--- src/rtl/apb_timer_responder.sv ---
// APB completer exposing a prescaled down-counting timer with interrupt,
// plus a programmable number of wait states inserted into every transfer.
module apb_timer_responder #(
    parameter int          ADDR_W        = 12,
    parameter logic [3:0]  WAIT_INIT     = 4'd0,
    parameter logic [15:0] PRESCALE_INIT = 16'd0
) (
    input  logic        clock,
    input  logic        reset,
    input  logic [31:0] in_paddr,
    input  logic        in_psel,
    input  logic        in_penable,
    input  logic [2:0]  in_pprot,
    input  logic        in_pwrite,
    input  logic [31:0] in_pwdata,
    input  logic [3:0]  in_pstrb,
    output logic        in_pready,
    output logic [31:0] in_prdata,
    output logic        in_pslverr,
    output logic        irq
);

    typedef enum logic {ST_IDLE, ST_ACCESS} state_t;

    localparam logic [ADDR_W-1:0] OFF_CTRL     = ADDR_W'(32'h00);
    localparam logic [ADDR_W-1:0] OFF_PRESCALE = ADDR_W'(32'h04);
    localparam logic [ADDR_W-1:0] OFF_LOAD     = ADDR_W'(32'h08);
    localparam logic [ADDR_W-1:0] OFF_COUNT    = ADDR_W'(32'h0C);
    localparam logic [ADDR_W-1:0] OFF_STATUS   = ADDR_W'(32'h10);
    localparam logic [ADDR_W-1:0] OFF_WAIT     = ADDR_W'(32'h14);

    state_t      r_state, w_stateNext;
    logic [3:0]  r_wcnt, w_wcntNext;
    logic [2:0]  r_ctrl, w_ctrlNext;
    logic [15:0] r_prescale;
    logic [31:0] r_load;
    logic [31:0] r_count;
    logic        r_pend, w_pendNext;
    logic [3:0]  r_wait;
    logic [15:0] r_pcnt;
    logic        r_irq;

    logic [ADDR_W-1:0] w_offset;
    logic w_selCtrl, w_selPrescale, w_selLoad, w_selCount, w_selStatus, w_selWait;
    logic w_err, w_ready, w_wrEn, w_tick, w_loadWr, w_presWr, w_pendSet, w_pendClr;
    logic [31:0] w_mask, w_loadNew, w_rdata;
    logic w_unused;

    assign w_unused = ^{in_pprot, in_paddr[31:ADDR_W]};

    // Misaligned addresses never match an offset, so they fall into the error path.
    assign w_offset      = in_paddr[ADDR_W-1:0];
    assign w_selCtrl     = (w_offset == OFF_CTRL);
    assign w_selPrescale = (w_offset == OFF_PRESCALE);
    assign w_selLoad     = (w_offset == OFF_LOAD);
    assign w_selCount    = (w_offset == OFF_COUNT);
    assign w_selStatus   = (w_offset == OFF_STATUS);
    assign w_selWait     = (w_offset == OFF_WAIT);
    assign w_err = !(w_selCtrl | w_selPrescale | w_selLoad | w_selCount | w_selStatus | w_selWait)
                 | (in_pwrite & w_selCount);

    assign w_ready = (r_state == ST_ACCESS) && in_psel && in_penable && (r_wcnt == 4'd0);
    assign w_wrEn  = w_ready && in_pwrite && !w_err;

    assign w_mask    = {{8{in_pstrb[3]}}, {8{in_pstrb[2]}}, {8{in_pstrb[1]}}, {8{in_pstrb[0]}}};
    assign w_loadNew = (r_load & ~w_mask) | (in_pwdata & w_mask);

    always_comb begin
        w_stateNext = r_state;
        w_wcntNext  = r_wcnt;
        case (r_state)
            ST_IDLE: begin
                if (in_psel && !in_penable) begin
                    w_stateNext = ST_ACCESS;
                    w_wcntNext  = r_wait;
                end
            end
            ST_ACCESS: begin
                if (!in_psel) begin
                    w_stateNext = ST_IDLE;
                end else if (in_penable) begin
                    if (r_wcnt == 4'd0) begin
                        w_stateNext = ST_IDLE;
                    end else begin
                        w_wcntNext = r_wcnt - 4'd1;
                    end
                end
            end
            default: w_stateNext = ST_IDLE;
        endcase
    end

    always_ff @(posedge clock or negedge reset) begin
        if (!reset) begin
            r_state <= ST_IDLE;
            r_wcnt  <= 4'd0;
        end else begin
            r_state <= w_stateNext;
            r_wcnt  <= w_wcntNext;
        end
    end

    always_comb begin
        w_rdata = 32'd0;
        if (w_selCtrl)     w_rdata = {29'd0, r_ctrl};
        if (w_selPrescale) w_rdata = {16'd0, r_prescale};
        if (w_selLoad)     w_rdata = r_load;
        if (w_selCount)    w_rdata = r_count;
        if (w_selStatus)   w_rdata = {31'd0, r_pend};
        if (w_selWait)     w_rdata = {28'd0, r_wait};
    end

    assign in_pready  = w_ready;
    assign in_prdata  = (w_ready && !w_err) ? w_rdata : 32'd0;
    assign in_pslverr = w_ready && w_err;

    // A LOAD write takes priority over a coincident tick, which is dropped entirely.
    assign w_tick    = r_ctrl[0] && (r_pcnt == r_prescale);
    assign w_loadWr  = w_wrEn && w_selLoad;
    assign w_presWr  = w_wrEn && w_selPrescale;
    assign w_pendSet = w_tick && !w_loadWr && (r_count == 32'd1);
    assign w_pendClr = w_wrEn && w_selStatus && in_pstrb[0] && in_pwdata[0];
    assign w_pendNext = w_pendSet ? 1'b1 : (w_pendClr ? 1'b0 : r_pend);
    assign w_ctrlNext = (w_wrEn && w_selCtrl && in_pstrb[0]) ? in_pwdata[2:0] : r_ctrl;

    always_ff @(posedge clock or negedge reset) begin
        if (!reset) begin
            r_ctrl     <= 3'd0;
            r_prescale <= PRESCALE_INIT;
            r_load     <= 32'd0;
            r_wait     <= WAIT_INIT;
            r_pend     <= 1'b0;
            r_irq      <= 1'b0;
        end else begin
            r_ctrl <= w_ctrlNext;
            r_pend <= w_pendNext;
            r_irq  <= w_pendNext & w_ctrlNext[1];
            if (w_presWr && in_pstrb[0]) r_prescale[7:0]  <= in_pwdata[7:0];
            if (w_presWr && in_pstrb[1]) r_prescale[15:8] <= in_pwdata[15:8];
            if (w_loadWr) r_load <= w_loadNew;
            if (w_wrEn && w_selWait && in_pstrb[0]) r_wait <= in_pwdata[3:0];
        end
    end

    always_ff @(posedge clock or negedge reset) begin
        if (!reset) begin
            r_pcnt  <= 16'd0;
            r_count <= 32'd0;
        end else begin
            if (!r_ctrl[0] || w_presWr || w_loadWr || w_tick) begin
                r_pcnt <= 16'd0;
            end else begin
                r_pcnt <= r_pcnt + 16'd1;
            end

            if (w_loadWr) begin
                r_count <= w_loadNew;
            end else if (w_tick) begin
                if (r_count > 32'd1) begin
                    r_count <= r_count - 32'd1;
                end else if (r_count == 32'd1) begin
                    r_count <= r_ctrl[2] ? r_load : 32'd0;
                end
            end
        end
    end

    assign irq = r_irq;

endmodule

--- config.mk ---
export PLATFORM = sky130hd
export DESIGN_NAME = apb_timer_responder
export DESIGN_NICKNAME = d
export VERILOG_FILES = /design/src/rtl/apb_timer_responder.sv
export SDC_FILE = /design/constraint.sdc
export NUM_CORES = 1
export LEC_CHECK = 0
export BUFFER_PORTS_ARGS = -buffer_cell sky130_fd_sc_hd__buf_2
export CORE_MARGIN = 2
export CORE_UTILIZATION = 30
export CTS_CLUSTER_SIZE = 14
export DETAILED_ROUTE_END_ITERATION = 12
export SLEW_MARGIN = 10
export SYNTH_ARGS = -nofsm -noshare
export SYNTH_HDL_FRONTEND = slang
export SYNTH_SLANG_ARGS = --single-unit
--- constraint.sdc ---
create_clock -name clock -period 2.5 [get_ports clock]
set_clock_uncertainty 0.1 [all_clocks]
set_input_delay 0.375 -clock clock [delete_from_list [all_inputs] [get_ports clock]]
set_output_delay 0.375 -clock clock [all_outputs]
set_load 0.03 [all_outputs]
## After elaboration in Yosys (flattened, before gate mapping)

Cells that the tools add are included.

- $add $sub $neg: 3
- $lt $le $gt $ge: 1
- Equality and inequality tests: 11
- Multiplexer cells: 26
- Bitwise logic cells: 13
- Reduce and logical (&&, ||, !) cells: 36

Operator list:

| kind | number |
|---|---|
| $mux 32 | 11 |
| $and 32x32->32 | 2 |
| $eq 32x1->1 const B | 1 |
| $gt 32x1->1 const B | 1 |
| $not 32->32 | 1 |
| $or 32x32->32 | 1 |
| $sub 32x1->32 const B | 1 |
| $eq 12x4->1 const B | 2 |
| $eq 12x5->1 const B | 2 |
| $logic_and 1x1->1 | 22 |
| $add 16x1->16 const B | 1 |
| $eq 16x16->1 | 1 |
| $mux 16 | 1 |
| $mux 4 | 4 |
| $eq 12x3->1 const B | 1 |
| $logic_not 12->1 | 1 |
| $ne 2x2->1 const B | 4 |
| $pmux 4 s2 | 1 |
| $mux 1 | 6 |
| $or 1x1->1 | 6 |
| $logic_not 1->1 | 5 |
| $logic_not 4->1 | 1 |
| $reduce_and 4->1 | 1 |
| $sub 4x1->4 const B | 1 |
| 9 further kinds | 12 |

- Flip-flop bits (word level): 110
- Input bits: 76
- Output and inout port bits: 35

## Longest topological paths before layout

- Depth in word-level cells: 16
- Gate-level depth with buffers: 12
- Gate-level depth less buffers: 9

## Worst setup path after synthesis

Ideal clock, no wire load.

- Path kind: input-to-output
- Start point: in in_paddr[11]
- End point: out in_prdata[21]
- Data arrival time: 2.285 ns
- Data required time: 2.025 ns
- Slack: -0.260 ns
- Stages: 6
- Buffers on the path: 1
- Path through: nor4_1 > nand3_1 > nor4b_2 > clkbuf_1 > a22oi_1 > nor2_1

- Cells in the longest elaborated chain, start to end: 11
- Elaborated cells between the ends (all ways): 21

RTL lines:

| item | RTL line | source |
|---|---|---|
| start, declared | 10 | `input logic [31:0] in_paddr,` |
| $eq 12x3->1 / $logic_not 12->1 (equally long branches) | 54, 53 |  |
| $or 1x1->1 (5 in series) | 59 | `assign w_err = !(w_selCtrl \| w_selPrescale \| w_selLoad \| w_selCount \| w_selStatus \| w_selWait)` |
| $logic_not 1->1 | 59 |  |
| $or 1x1->1 | 60 | `\| (in_pwrite & w_selCount);` |
| $logic_not 1->1 | 114 | `assign in_prdata = (w_ready && !w_err) ? w_rdata : 32'd0;` |
| $logic_and 1x1->1 | 114 |  |
| $mux 32 * | 114 |  |
| end, declared | 18 | `output logic [31:0] in_prdata,` |

Mark *: on every way between the ends. The rest lies on a longest branch, timed or not.

## Worst setup path after layout

- Start point: reg r_wcnt[1]
- End point: out in_prdata[5]

- Cells in the longest elaborated chain, start to end: 4

RTL lines:

| item | RTL line | source |
|---|---|---|
| start, declared | 33 | `logic [3:0] r_wcnt, w_wcntNext;` |
| start signal, assigned | 99 | `r_wcnt <= w_wcntNext;` |
| $logic_not 4->1 | 62 | `assign w_ready = (r_state == ST_ACCESS) && in_psel && in_penable && (r_wcnt == 4'd0);` |
| $logic_and 1x1->1 | 62 |  |
| $logic_and 1x1->1 | 114 |  |
| $mux 32 | 114 |  |

Every way passes these cells.

==> results.cfg <==
[floorplanning]
die_h_um = 157.3
die-area_um2 = 24740
fp.dieW_um = 157.3
core-area_um2 = 23260
placementRows = 56
initial_core_util = 0.3030
ios = 111

[sta]
hold_viol_final = 0
relSlewSlack = 0.6822
hold_ws_ps = 135.1
fin_crit_sh = 1.119
worst_slack_ps = -297.8
finalCriticalPeriod_ps = 2798
fmax_mhz = 357.4
drv_slew = 0
rsz0062_at_grt = yes
worst_pin_slew_ps = 476.7
setup_viol = 97

[layout]
layout_commonest_cell = dfrtp_1
nets = 1039
drive_gt1_frac = 0.4777
n_fill_cell = 2234
final_area_um2 = 10650
layout-area-overhead-vs-synth_pct = 51.08
diodes = 0
final_util = 0.4578
final_cell_mix = dfrtp_1, buf_4, mux2_2
regArea_um2 = 2753
multi_input_area_um2 = 4801

[cts]
cts_tree = built
clock-sinks = 110
cts.path.max_buffers = 2
clkLatencyLatePin_ps = 370
htree_levels = 3
root_buffer = clkbuf_16
path_clk_slew_ps = 80
numCtsBuffers = 9

[yosys]
seq_area_frac_synth = 0.3905
synthSimpleGateAreaFrac = 0.1951
syn_area_per_cell_um2 = 9.312
syn-num-nets = 838
async_flop_share = 1.000
synth-compound-area-share = 0.1681
synth_cell_type_count = 64
synth_fa_ha_area_frac = 0.008875
synth_xor_area_frac = 0.04597
yosys_warnings = 0
synthCells = 757
synthFlopType = dfrtp_1
synth_top_family_by_area = simple AND/OR/NAND/NOR gates
syn_area_um2 = 7049
synth_mux_area_frac = 0.1494
synth_edf_count = 0
ys_ff_latch = 110

[outcome]
failed_checks = negative setup slack
status = complete, but fails checks

[global_routing]
grt_pass1_vias = 6847
grt_max_degree = 44
antenna_found_initial = 0
grt_overflow = 0
grt_pass1_wl_um = 37560
track_usage = 0.1936

[placed_design]
place_area_um2 = 8792
gp_congestion = 0.8580
place_worst_setup_slack_ps = -256.7
numPortBuffers = 87
place_hpwl_um = 15880

[hold_path]
hold_depth = 2
hp-class = primary input to flip-flop
hold_path_end = r_state$_DFF_PN0_
worstHoldStart = in_penable

[drt]
wl_um = 24890
drt_iter0_markers = 622
vias = 6993
dr.pass1.iters = 5
drcViolationCount = 0
wire_per_inst_um = 19.42
antenna_left = 0
viasPerCell = 5.455

[worst_setup_path]
crit_family = simple AND/OR/NAND/NOR gates
crit_required_ps = 2030
critPathBufInv = 3
cp_max_fo = 6
timing.critical_path.to_type = primary output
cp.arrival_ps = 2320
r2r_slack_ps = -130
slowest_delay_ps = 400
cp-start-kind = flip-flop
path_class = flip-flop to primary output
r2r-start = r_count[29]$_DFFE_PN0P_
r2r_cells = 9
worst_r2r_endpoint = r_count[27]$_DFFE_PN0P_
crit_slowest_cell = dfrtp_1
crit_chain = inv_2 > ha_4 > nor3b_4 > nand4_1 > nor3_2 > nand2_4 > clkbuf_16 > nor2_4 > buf_6

[run]
drv_cap = 0

[pwr]
cellLeakagePower_nw = 4.496
power_density_nw_per_um2 = 348.5
p_total_mw = 3.711
ir_drop_mv = 0.3886
## per-stage QoR
stage	std cells	TNS, ps
after floorplan	757	-1053
after global placement	1222	-8892
after detailed placement	1222	-9809
after CTS	1265	-9316
after global routing	1282	-23490
final	1282	-10820
## how the worst max path moves through the flow
stage                                startpoint       endpoint  cells after the start
after detailed placement  r_wcnt[0]$_DFFE_PN0P_   in_prdata[5]                      9
after CTS                 r_wcnt[0]$_DFFE_PN0P_   in_prdata[7]                      9
after global routing      r_wcnt[0]$_DFFE_PN0P_   in_prdata[6]                      9
after floorplan           r_wcnt[0]$_DFFE_PN0P_  in_prdata[11]                      8
after global placement             in_paddr[11]   in_prdata[4]                      9
final                     r_wcnt[1]$_DFFE_PN0P_   in_prdata[5]                      9
## synthesized netlist by cell type, drive strengths merged, types with 22 or more instances
library cell | count | area (um^2)
dfrtp | 110 | 2753
nor2 | 89 | 336.6
mux2 | 70 | 788.3
a21oi | 53 | 269.0
nand2 | 41 | 156.4
a22oi | 33 | 247.7
nand3 | 30 | 150.1
o21ai | 29 | 145.1
clkbuf | 28 | 105.1
buf | 24 | 165.1
nor3 | 24 | 120.1
xor2 | 24 | 210.2
mux2i | 22 | 220.2
## power by group
| part | internal [mW] | total [mW] | switching [mW] |
|---|---|---|---|
| registers | 1.80 | 1.83 | 0.0267 |
| logic | 0.217 | 0.445 | 0.228 |
| clock network | 0.697 | 1.44 | 0.740 |
| total | 2.72 | 3.71 | 0.995 |
## cell families after synthesis
logic type / count (synthesis)
simple gates: 267
mux: 94
xor+xnor: 37
buf+inv: 59
compound gates: 185
flops: 110
fa+ha+maj: 5
## flip-flops by register name, summed over array words and instances (netlist names)
register    flops
r_count        32
r_wait          4
r_prescale     16
r_pend          1
r_pcnt         16
r_state         1
irq             1
r_wcnt          4
r_load         32
r_ctrl          3
## worst reg2reg max path: cells and delay by family, from the launching register on
| family | cells | cell delay, ps |
|---|---|---|
| and+or+nand+nor | 4 | 1460 |
| buffers and inverters | 3 | 410 |
| DFF | 1 | 380 |
| AOI/OAI and AO/OA | 2 | 190 |
## what timing repair did
action                                  CTS  global route
endpoints found under the hold margin    24             0
gates resized for setup                 148           114
pin swaps                                36            78
hold buffers                              1             0
cloned                                    7             9
endpoints found under the setup margin  106           123
buffers inserted                         19            11
## layer usage
layer,GRT usage,up-vias,part of all wire
li1,-,3213,-
met1,0.2677,3488,0.43
met2,0.3144,254,0.48
met3,0.02891,38,0.066
met4,0.05541,0,0.021
met5,0,-,0
## layout make-up
type / count / share of cell area
flip-flops and latches: 110 / 0.2585
clock buffers: 10 / 0.02150
clock inverters: 6 / 0.005404
repair buffers: 242 / 0.2234
well taps: 319 / 0.03748
multi-input cells: 588 / 0.4508
inverters: 7 / 0.002937
(Power assumes the default switching activity.)
